### config.mk
export PLATFORM = sky130hd
export DESIGN_NAME = gobou_ctrl_seq
export DESIGN_NICKNAME = d
export VERILOG_FILES = /design/src/rtl/gobou_ctrl_seq_pkg.sv /design/src/rtl/gobou_ctrl_cnt.sv /design/src/rtl/gobou_ctrl_seq.sv
export SDC_FILE = /design/constraint.sdc
export NUM_CORES = 1
export LEC_CHECK = 0
export ABC_AREA = 1
export ABC_CLOCK_PERIOD_IN_PS = 2550
export BUFFER_PORTS_ARGS = -buffer_cell sky130_fd_sc_hd__buf_4
export CELL_PAD_IN_SITES_DETAIL_PLACEMENT = 1
export CELL_PAD_IN_SITES_GLOBAL_PLACEMENT = 1
export CORE_ASPECT_RATIO = 2
export CORE_MARGIN = 4
export CORE_UTILIZATION = 42
export DETAILED_ROUTE_END_ITERATION = 12
export PLACE_DENSITY = 0.86
export SLEW_MARGIN = 10
export SYNTH_ARGS = -nofsm -noshare
export SYNTH_HDL_FRONTEND = slang
export SYNTH_SLANG_ARGS = --single-unit
### constraint.sdc
create_clock -name clk -period 2.55 [get_ports clk]
set_input_delay 0.51 -clock clk [delete_from_list [all_inputs] [get_ports clk]]
set_output_delay 0.51 -clock clk [all_outputs]
set_load 0.05 [all_outputs]
### src/rtl/gobou_ctrl_seq_pkg.sv
// Shared constants, ctrl frame type and FSM state encoding for the gobou ctrl_bus chain head.
package gobou_ctrl_seq_pkg;

  localparam int unsigned CORE    = 8;
  localparam int unsigned LWIDTH  = 12;
  localparam int unsigned AWIDTH  = 14;
  localparam int unsigned D_DRAIN = 6;

  typedef struct packed {
    logic start;
    logic valid;
    logic stop;
  } ctrl_reg;

  localparam logic [1:0] S_IDLE  = 2'd0;
  localparam logic [1:0] S_PREP  = 2'd1;
  localparam logic [1:0] S_ACC   = 2'd2;
  localparam logic [1:0] S_DRAIN = 2'd3;

endpackage

### src/rtl/gobou_ctrl_cnt.sv
// Load/enable up-counter that wraps to zero after reaching max; tc flags cnt == max.
module gobou_ctrl_cnt #(
  parameter int unsigned W = 12
) (
  input  logic         clk,
  input  logic         xrst,
  input  logic         load,
  input  logic         en,
  input  logic [W-1:0] max,
  output logic [W-1:0] cnt,
  output logic         tc
);

  assign tc = (cnt == max);

  always_ff @(posedge clk or negedge xrst) begin
    if (!xrst) begin
      cnt <= '0;
    end else if (load) begin
      cnt <= '0;
    end else if (en) begin
      cnt <= tc ? '0 : cnt + W'(1);
    end
  end

endmodule

### src/rtl/gobou_ctrl_seq.sv
// ctrl_bus master for one fully-connected layer run: one start/valid/stop frame per
// output group, with input/weight read addresses driven alongside valid.
module gobou_ctrl_seq
  import gobou_ctrl_seq_pkg::*;
(
  input  logic              clk,
  input  logic              xrst,
  input  logic              req,
  input  logic [LWIDTH-1:0] total_in,
  input  logic [LWIDTH-1:0] total_out,
  input  logic [AWIDTH-1:0] in_offset,
  input  logic [AWIDTH-1:0] w_offset,
  output logic              ack,
  output ctrl_reg           out_ctrl,
  output logic [AWIDTH-1:0] mem_in_addr,
  output logic [AWIDTH-1:0] mem_w_addr,
  output logic [LWIDTH-1:0] group_idx
);

  typedef logic [LWIDTH:0] lw1_t;

  logic [1:0]        state_q, state_d;
  logic [LWIDTH-1:0] tin_q, tout_q, n_grp_q;
  logic [AWIDTH-1:0] in_off_q, w_base_q;
  logic              ack_q;
  ctrl_reg           ctrl_q;
  logic [AWIDTH-1:0] in_addr_q, w_addr_q;
  logic [LWIDTH-1:0] grp_q;

  logic              accept, in_prep, in_acc, in_drain, empty_run;
  logic [LWIDTH-1:0] i_cnt, g_cnt, d_cnt;
  logic              i_tc, g_tc, d_tc;
  lw1_t              grp_round;

  // ack low blocks acceptance until the cycle after the FSM is back in idle
  assign accept    = (state_q == S_IDLE) && ack_q && req;
  assign in_prep   = (state_q == S_PREP);
  assign in_acc    = (state_q == S_ACC);
  assign in_drain  = (state_q == S_DRAIN);
  assign empty_run = (tin_q == '0) || (tout_q == '0);
  assign grp_round = lw1_t'(tout_q) + lw1_t'(CORE - 1);

  gobou_ctrl_cnt #(.W(LWIDTH)) u_cnt_i (
    .clk  (clk),
    .xrst (xrst),
    .load (in_prep),
    .en   (in_acc),
    .max  (tin_q - LWIDTH'(1)),
    .cnt  (i_cnt),
    .tc   (i_tc)
  );

  gobou_ctrl_cnt #(.W(LWIDTH)) u_cnt_g (
    .clk  (clk),
    .xrst (xrst),
    .load (in_prep),
    .en   (in_drain && d_tc),
    .max  (n_grp_q - LWIDTH'(1)),
    .cnt  (g_cnt),
    .tc   (g_tc)
  );

  gobou_ctrl_cnt #(.W(LWIDTH)) u_cnt_d (
    .clk  (clk),
    .xrst (xrst),
    .load (in_prep),
    .en   (in_drain),
    .max  (LWIDTH'(D_DRAIN - 1)),
    .cnt  (d_cnt),
    .tc   (d_tc)
  );

  always_comb begin
    state_d = state_q;
    case (state_q)
      S_IDLE:  if (accept) state_d = S_PREP;
      S_PREP:  state_d = empty_run ? S_IDLE : S_ACC;
      S_ACC:   if (i_tc) state_d = S_DRAIN;
      S_DRAIN: if (d_tc) state_d = g_tc ? S_IDLE : S_ACC;
      default: state_d = S_IDLE;
    endcase
  end

  always_ff @(posedge clk or negedge xrst) begin
    if (!xrst) begin
      state_q   <= S_IDLE;
      tin_q     <= '0;
      tout_q    <= '0;
      n_grp_q   <= '0;
      in_off_q  <= '0;
      w_base_q  <= '0;
      ack_q     <= 1'b1;
      ctrl_q    <= '0;
      in_addr_q <= '0;
      w_addr_q  <= '0;
      grp_q     <= '0;
    end else begin
      state_q <= state_d;
      if (accept) begin
        tin_q    <= total_in;
        tout_q   <= total_out;
        in_off_q <= in_offset;
        w_base_q <= w_offset;
      end
      if (in_prep) n_grp_q <= LWIDTH'(grp_round / lw1_t'(CORE));
      // Weight base steps by one input-vector length per group instead of g*total_in
      if (in_drain && d_tc && !g_tc) w_base_q <= w_base_q + AWIDTH'(tin_q);

      if (accept) ack_q <= 1'b0;
      else if (state_q == S_IDLE) ack_q <= 1'b1;

      ctrl_q.start <= in_acc && (i_cnt == '0);
      ctrl_q.valid <= in_acc;
      ctrl_q.stop  <= in_acc && i_tc;
      if (in_acc) begin
        in_addr_q <= in_off_q + AWIDTH'(i_cnt);
        w_addr_q  <= w_base_q + AWIDTH'(i_cnt);
      end
      grp_q <= g_cnt;
    end
  end

  assign ack         = ack_q;
  assign out_ctrl    = ctrl_q;
  assign mem_in_addr = in_addr_q;
  assign mem_w_addr  = w_addr_q;
  assign group_idx   = grp_q;

endmodule

==> impl_metrics.tcl, run 1 <==
set metrics [dict create \
    ir_worst_vdd_v 0.0005832 \
    layout_common_cells "352 x nand2_1, 141 x dfrtp_1, 132 x inv_1" \
    synth.distinct_cells 45 \
    required_ps 2880 \
    cp_slowest_stage_delay_ps 380 \
    crit_type "flip-flop to flip-flop" \
    period_needed_ps 2390 \
    dp_hpwl_um 23430 \
    wirelength_um 30090 \
    diodes 0 \
    postCtsResizedCells 0 \
    wl_per_cell_um 19.09 \
    synthTopCellsByArea "dfrtp_1 40%, nand2_1 15%, ha_1 6.5%" \
    crit_top_cell "nand2_1" \
    register_area_um2 3607 \
    p_switching_mw 6.219 \
    remaining_drc_errors 0 \
    cp.buffers_inverters 2 \
    synth_seq_cells 144 \
    syn_inst 1187 \
    cts_hold_buf 0 \
    status "finished clean" \
    boundaryPins 99 \
    swShare 0.4854 \
    die_w_um 111.4 \
    syn_avg_cell_area_um2 7.565 \
    syn_to_final_growth_pct 19.10 \
    rsz0062_at_grt "no" \
    yosysTopAreaCell "dfrtp_1" \
    instances_no_fill 1576 \
    clock_power_share 0.189 \
    clk_pin_slew_ps 60 \
    coreArea_um2 21020 \
    relSlewSlack 0.5788 \
    synthFlopType "dfrtp_1" \
    cts_setup_buffers 0 \
    grt_pass1_wl_um 48780 \
    path_delay_family "simple AND/OR/NAND/NOR gates" \
    synth_top_area_frac 0.3985 \
    setup_tns_ps 0 \
    ys_seq_area_frac 0.4014 \
    yosysWarnings 0 \
    fmax_mhz 418.4 \
    cts.path.max_buffers 2 \
    drv_cap 0 \
    critPathMaxFanout 38 \
    power.share.sequential 0.301 \
    finClkSkew_ps 7.462 \
    antenna_left 0 \
    p_leak_nw 5.512 \
    critPathSlowestCell "dfrtp_1" \
    final-hold-violation-count 0 \
    dp.cells 1545 \
    cts_tree "done" \
    nets 1400 \
    setup_viol 0 \
    clkSinkCount 144 \
    cts_buffers 17 \
    period_share 0.9372 \
    grt_max_degree 51 \
    via_per_inst 5.447 \
    grt_antenna_before_repair 0 \
    clock_latency_ps 440 \
    synth-edff-count 0 \
    worst_setup_path_end_kind "flip-flop" \
    portBuffers 98 \
    die_area_um2 23930 \
    grt_pass1_vias 9572 \
    path_cells "inv_1, ha_1, nand3_1, nor2_1, nand2_1, nand2_1, nand2_1, nor2_1, nand3_2, nand3_4, buf_12, nand2_1, o21ai_0, nand2_1" \
    multi_input_area_um2 4752 \
    finalPower_mw 12.81 \
    powerDensity_nw_per_um2 1198 \
    slew_violations 0 \
    drive_gt1_frac 0.1438 \
    syn_area_um2 8980 \
    cts_htree_levels 4 \
    worst_setup_path_start_kind "flip-flop" \
    ctsRootBufferMaster "clkbuf_16" \
    combPwrFrac 0.510 \
    grt_usage 0.2573 \
    drtIter0Drc 438 \
    hp-class "input port to asynchronous set/reset pin" \
    intPower_mw 6.593 \
    placed_area_um2 10130 \
    num_vias 8585 \
    worst_pin_slew_ps 626.6 \
    syn-num-nets 1292 \
    row_count 75 \
    n_fill_cell 2682 \
    crit_arrival_ps 2720 \
    final_common_cell "nand2_1" \
    synthArstFlopShare 1.000 \
    grt_remaining_overflow 0 \
    fin_area_um2 10700 \
    start_util 0.4272 \
    firstDrtPassIters 6 \
    routabilityCongestion 0.9073 \
    dieHeight_um 214.8 \
]
-- routing by layer --
metal | wire, um | up-vias | GRT usage
li1 | - | 4094 | -
met3 | 791 | 102 | 0.03574
met5 | 0 | - | 0
met2 | 17010 | 185 | 0.5008
met4 | 2140 | 0 | 0.1742
met1 | 10150 | 4204 | 0.2406
-- through the flow --
step                        util  setup WS [ps]  hold slack [ps]
after CTS                 0.5084          75.60            19.85
final                     0.5088          160.0            12.72
after detailed placement  0.4820          156.3            401.1
after global routing      0.5088          6.004            45.41
after global placement    0.4820          257.5            382.8
after floorplan                -          473.7            214.4
-- area by class of cell --
class | count | area share
Clock buffer | 21 | 0.04399
Clock inverter | 10 | 0.007955
Inverter | 135 | 0.04738
Multi-Input combinational cell | 881 | 0.4443
Sequential cell | 144 | 0.3373
Tap cell | 269 | 0.03147
Timing Repair Buffer | 116 | 0.08762
-- cells by family after synthesis --
kind of cell,after synthesis,share of synthesized area
simple gates,584,0.2849
compound gates,186,0.1119
buf+inv,162,0.07009
flops,144,0.4014
xor+xnor,61,0.05950
fa+ha+maj,50,0.07217
-- cell usage after synthesis, types with 3 or more instances --
cell / number
buf_4: 3
dfrtp_1: 143
nand4_1: 18
a31oi_1: 4
o31ai_1: 4
nand3_2: 3
nor4_1: 3
o21ai_1: 6
nor3_2: 3
xnor2_1: 14
inv_1: 132
o2111ai_1: 3
clkbuf_1: 19
nor2_4: 5
nand2_1: 352
fa_1: 3
inv_2: 3
a21oi_1: 39
nor2_2: 8
nand2_2: 9
o21ai_0: 107
nor2_1: 66
xor2_1: 47
nand3_1: 95
nor3_1: 13
o22ai_1: 13
ha_1: 47
-- worst register-to-register path, cell delays in order, from the launching register on --
cell     delay [ps]
dfrtp_1         380
inv_1           100
ha_1            270
nand3_1         130
nor2_1          180
nand2_1          80
nand2_1          70
nand2_1          50
nor2_1          220
nand3_2         170
nand3_4         150
buf_12          200
nand2_1         130
o21ai_0          90
nand2_1          60
-- flip-flops by register name (all words and copies together), names as in the netlist --
register     cells
tout_q          12
u_cnt_g.cnt     12
mem_in_addr     14
tin_q           12
in_off_q        14
u_cnt_i.cnt     12
out_ctrl         3
state_q          2
group_idx       12
w_base_q        14
ack              1
u_cnt_d.cnt     12
n_grp_q         10
mem_w_addr      14
-- final timing paths --
kind / startpoint / cells past startpoint / end / slack (ps)
max: n_grp_q[0] / 14 / w_base_q[5] / 160
min: xrst / 1 / in_off_q[8] / 10
max reg2reg: n_grp_q[0] / 14 / w_base_q[5] / 160
min reg2reg: u_cnt_g.cnt[10] / 0 / group_idx[10] / 420
max in group asynchronous: xrst / 2 / u_cnt_i.cnt[0] / 1860
min in group clk: total_out[10] / 3 / tout_q[10] / 260
-- power by group through the flow --
stage          Sequential, mW  Combinational, mW  Clock [mW]
3_3_place_gp             3.85               6.22           0
2_1_floorplan            4.25               3.91           0
5_1_grt                  3.95               7.26        2.55
4_1_cts                  3.85               6.56        2.46
3_5_place_dp             3.88               6.48           0
6_report                 3.86               6.53        2.42
(Power assumes the default switching activity.)
==> inputs of run 2 (changes only) <==
- ABC_AREA: 1 -> not set
- CORE_UTILIZATION: 42 -> 40
- MAX_ROUTING_LAYER: not set -> met4
- PLACE_DENSITY: 0.86 -> 0.8
==> impl_metrics.tcl, run 2 <==
set metrics [dict create \
    synth_seq_cells 144 \
    layout_common_cells "193 x buf_4, 161 x nand2_1, 142 x dfrtp_1" \
    crit_arrival_ps 3070 \
    worst_setup_path_start_kind "flip-flop" \
    drv_cap 0 \
    boundaryPins 99 \
    setup_viol 29 \
    grt_antenna_before_repair 0 \
    period_needed_ps 2748 \
    wirelength_um 32510 \
    nets 1255 \
    hp-class "input port to asynchronous set/reset pin" \
    remaining_drc_errors 0 \
    cts_buffers 17 \
    fmax_mhz 364.0 \
    portBuffers 98 \
    die_w_um 111.9 \
    instances_no_fill 1431 \
    antenna_left 0 \
    placed_area_um2 10240 \
    r2r_slack_ps -200 \
    drive_gt1_frac 0.3081 \
    path_delay_family "simple AND/OR/NAND/NOR gates" \
    ir_worst_vdd_v 0.0005143 \
    coreArea_um2 21110 \
    dieHeight_um 215.9 \
    grt_pass1_vias 9077 \
    worst_pin_slew_ps 585.7 \
    cp.buffers_inverters 3 \
    yosysTopAreaCell "dfrtp_1" \
    wl_per_cell_um 22.72 \
    syn_area_um2 8642 \
    final-hold-violation-count 3 \
    synth_commonest_cells "166 x nand2_1, 143 x dfrtp_1, 67 x o21ai_0" \
    syn_to_final_growth_pct 35.07 \
    cts_tree "done" \
    period_share 1.077 \
    critPathMaxFanout 6 \
    dp.cells 1369 \
    cts_htree_levels 4 \
    yosysWarnings 0 \
    syn_inst 952 \
    worst_slack_ps -197.6 \
    n_fill_cell 2384 \
    clk_pin_slew_ps 70 \
    fin_area_um2 11670 \
    synth.most_common_cell "nand2_1" \
    slew_violations 0 \
    row_count 75 \
    cp_slowest_stage_delay_ps 570 \
    crit_top_cell "buf_6" \
    status "complete, but fails checks" \
    start_util 0.4093 \
    grt_remaining_overflow 0 \
    synthArstFlopShare 1.000 \
    whs_ps -5.027 \
    die_area_um2 24160 \
    relSlewSlack 0.6095 \
    grt_max_degree 52 \
    synth.distinct_cells 73 \
    path_cells "or4_4, o31ai_2, nand2_1, nor4_4, buf_6, a31oi_4, buf_12, buf_6, a211oi_2, a21oi_1" \
    p_leak_nw 5.590 \
    grt_usage 0.2556 \
    synth-edff-count 0 \
    clkSinkCount 144 \
    cts.path.max_buffers 2 \
    firstDrtPassIters 5 \
    dp_hpwl_um 20410 \
    violations "hold timing, setup timing" \
    finClkSkew_ps 16.00 \
    drtIter0Drc 340 \
    final_common_cell "buf_4" \
    ys_seq_area_frac 0.4171 \
    syn_avg_cell_area_um2 9.078 \
    num_vias 8454 \
    routabilityCongestion 0.9072 \
    syn-num-nets 1057 \
    via_per_inst 5.908 \
    powerDensity_nw_per_um2 443.8 \
    synth_top_area_frac 0.4141 \
    synthTopCellsByArea "dfrtp_1 41%, nand2_1 7.2%, ha_1 6.8%" \
    ctsRootBufferMaster "clkbuf_16" \
    required_ps 2870 \
    worst_setup_path_end_kind "flip-flop" \
    grt_pass1_wl_um 47530 \
    rsz0062_at_grt "yes" \
    synthFlopType "dfrtp_1" \
    critPathSlowestCell "or4_4" \
    crit_type "flip-flop to flip-flop" \
    clock_latency_ps 460 \
    diodes 0 \
]
-- run 2: worst reg2reg max path: cells and delay by family, from the launching register on --
kind / cells / cell delay [ps]
buffers and inverters: 3 / 460
AO/OA/AOI/OAI: 4 / 700
flip-flops: 1 / 420
AND/OR/NAND/NOR: 3 / 1050
-- run 2: per-layer routing --
metal  wire [um]  global-route usage  vias to the layer above
li1            -                   -                     3770
met1       11340              0.2529                     4229
met2       17530              0.4683                      298
met3        1256             0.04120                      157
met4        2387              0.1428                        0
met5           0                   -                        -
-- run 2: path summary, 6_finish.rpt --
| check | from | end | cells past startpoint |
|---|---|---|---|
| worst min register to register | in_off_q[6] | in_off_q[6] | 2 |
| min in group clk | total_in[3] | tin_q[3] | 3 |
| worst min-delay path | xrst | group_idx[11] | 1 |
| max in group asynchronous | xrst | w_base_q[6] | 2 |
| worst max register to register | n_grp_q[1] | w_base_q[9] | 10 |
| worst max-delay path | n_grp_q[1] | w_base_q[9] | 10 |
-- run 2: where the power goes --
| part | total (mW) | switching [mW] | internal, mW |
|---|---|---|---|
| combinational | 0.126 | 0.0669 | 0.0587 |
| clock | 2.77 | 1.04 | 1.73 |
| sequential | 2.28 | 0 | 2.28 |
-- run 2: timing repair --
item                                    4_1_cts  5_1_grt
cloned                                        2        1
hold buffers                                  0        0
hold endpoints to repair                      0        0
setup buffers                                19       11
pin swaps                                    21       25
resized for setup                            50       78
endpoints found under the setup margin       39       44
-- run 2: cell families after synthesis --
logic type      Yosys count  synth area share
simple gates            382            0.2147
xor+xnor                 55           0.05574
mux                      35           0.04314
compound gates          214            0.1603
flops                   144            0.4171
fa+ha+maj                50           0.07500
buf+inv                  72           0.03402
-- run 2: final cells by class --
class                      instances  area [um2]  share of cell area
timing repair buffer             214        1732              0.1484
clock inverter                     9       153.9             0.01318
inverter                          35       131.4             0.01126
sequential                       144        3606              0.3089
tap                              269       336.6             0.02883
multi-input combinational        738        5229              0.4480
clock buffer                      22       484.2             0.04148
-- run 2: per-stage QoR --
stage          hold slack, ps  utilization  TNS, ps  power, mW  setup WS [ps]
2_1_floorplan           214.4            -        0      2.329          2.277
3_3_place_gp            466.8       0.4850    -1666      2.453         -174.2
3_5_place_dp            479.4       0.4850    -3732      2.454         -226.2
4_1_cts                 20.02       0.5330   -65.67      5.200         -43.78
5_1_grt                 32.47       0.5528    -4854      5.314         -285.2
6_report               -5.027       0.5528    -1908      5.180         -197.6
==> inputs of run 3 (changes only) <==
- CAP_MARGIN: not set -> 40
- SKIP_CTS_REPAIR_TIMING: not set -> 1
==> impl_metrics.tcl, run 3 (synthesis gave the netlist of run 2 again) <==
set metrics [dict create \
    status "complete, but fails checks" \
    violations "setup timing" \
    ctsRootBufferMaster "clkbuf_16" \
    grt_antenna_before_repair 0 \
    num_vias 8201 \
    worst_setup_path_end_kind "flip-flop" \
    ir_worst_vdd_v 0.0005171 \
    worst_setup_path_start_kind "flip-flop" \
    finClkSkew_ps 13.79 \
    n_fill_cell 2408 \
    rsz0062_at_grt "yes" \
    die_area_um2 24160 \
    final_common_cell "buf_4" \
    swShare 0.2088 \
    worst_slack_ps -195.0 \
    cts_buffers 17 \
    syn_to_final_growth_pct 32.58 \
    setup_viol 27 \
    nets 1244 \
    finalPower_mw 5.154 \
    dp.cells 1369 \
    cts_htree_levels 4 \
    clk_pin_slew_ps 60 \
    required_ps 2920 \
    via_per_inst 5.775 \
    intPower_mw 4.078 \
    fmax_mhz 364.3 \
    drtIter0Drc 391 \
    multi_input_area_um2 5151 \
    grt_pass1_vias 8763 \
    post-place-ws_ps -226.2 \
    period_needed_ps 2745 \
    grt_remaining_overflow 0 \
    drive_gt1_frac 0.2937 \
    powerDensity_nw_per_um2 449.8 \
    power.share.sequential 0.443 \
    period_share 1.076 \
    p_leak_nw 5.517 \
    row_count 75 \
    slew_violations 0 \
    cts.path.max_buffers 2 \
    wirelength_um 30200 \
    grt_usage 0.2410 \
    relSlewSlack 0.5935 \
    die_w_um 111.9 \
    final-hold-violation-count 0 \
    wl_per_cell_um 21.27 \
    drv_cap 0 \
    critPathMaxFanout 3 \
    diodes 0 \
    clkSinkCount 144 \
    dieHeight_um 215.9 \
    worst_pin_slew_ps 609.7 \
    whs_ps 9.910 \
    boundaryPins 99 \
    cts_tree "done" \
    start_util 0.4093 \
    antenna_left 0 \
    register_area_um2 3605 \
    grt_pass1_wl_um 44860 \
    dp_hpwl_um 20410 \
    firstDrtPassIters 5 \
    combPwrFrac 0.024 \
    portBuffers 98 \
    p_switching_mw 1.076 \
    remaining_drc_errors 0 \
    instances_no_fill 1420 \
    grt_max_degree 52 \
    layout_common_cells "191 x buf_4, 164 x nand2_1, 143 x dfrtp_1" \
    hp-class "input port to asynchronous set/reset pin" \
    routabilityCongestion 0.9072 \
    coreArea_um2 21110 \
    clock_latency_ps 450 \
    crit_arrival_ps 3110 \
    crit_type "flip-flop to flip-flop" \
    clock_power_share 0.533 \
]
run 3: cell count changes in the layout (fill, tap and decap cells not counted), sizes merged:
cell,change
buf,-11
run 3: cell type report:
type / count / share of cell area
multi-input cells: 738 / 0.4496
flip-flops and latches: 144 / 0.3146
repair buffers: 203 / 0.1392
clock buffers: 22 / 0.04226
well taps: 269 / 0.02938
clock inverters: 9 / 0.01343
inverters: 35 / 0.01147
run 3: through the flow:
| stage | utilization | cell area [um2] | TNS, ps |
|---|---|---|---|
| 2_1_floorplan | - | 8655 | 0 |
| 3_3_place_gp | 0.4850 | 10240 | -1666 |
| 3_5_place_dp | 0.4850 | 10240 | -3732 |
| 4_1_cts | 0.5152 | 10880 | -5522 |
| 5_1_grt | 0.5426 | 11460 | -4654 |
| 6_report | 0.5426 | 11460 | -2296 |
run 3: power groups by stage:
stage	clock, mW	combinational [mW]	sequential [mW]
finish	2.74	0.124	2.29
global route	2.87	0.139	2.28
CTS	2.79	0.127	2.28
detailed placement	0	0.127	2.33
global placement	0	0.126	2.33
floorplan	0	0.00114	2.33
run 3: critical path: stages, from the launching register on:
cell	delay, ps
dfrtp_1	420
inv_2	100
ha_4	130
nor3b_4	210
buf_4	160
mux2i_1	170
o21ai_0	160
a22o_4	320
buf_4	160
nand4b_1	180
or3b_2	480
a21oi_1	160
run 3: path summary, 6_finish.rpt:
| check | cells after the start | slack [ps] | to | start |
|---|---|---|---|---|
| worst max register to register | 11 | -190 | u_cnt_g.cnt[0] | n_grp_q[0] |
| worst min register to register | 2 | 490 | in_off_q[6] | in_off_q[6] |
| worst min-delay path | 1 | 10 | group_idx[11] | xrst |
| worst max-delay path | 11 | -190 | u_cnt_g.cnt[0] | n_grp_q[0] |
| max in group asynchronous | 2 | 1760 | w_base_q[12] | xrst |
| min in group clk | 3 | 250 | tin_q[3] | total_in[3] |
run 3: routing by layer:
| metal | routed length (um) | GRT usage | part of all wire |
|---|---|---|---|
| met1 | 10640 | 0.2405 | 0.35 |
| met2 | 16750 | 0.4375 | 0.55 |
| met3 | 913 | 0.03643 | 0.030 |
| met4 | 1887 | 0.1412 | 0.062 |
| met5 | 0 | - | 0 |
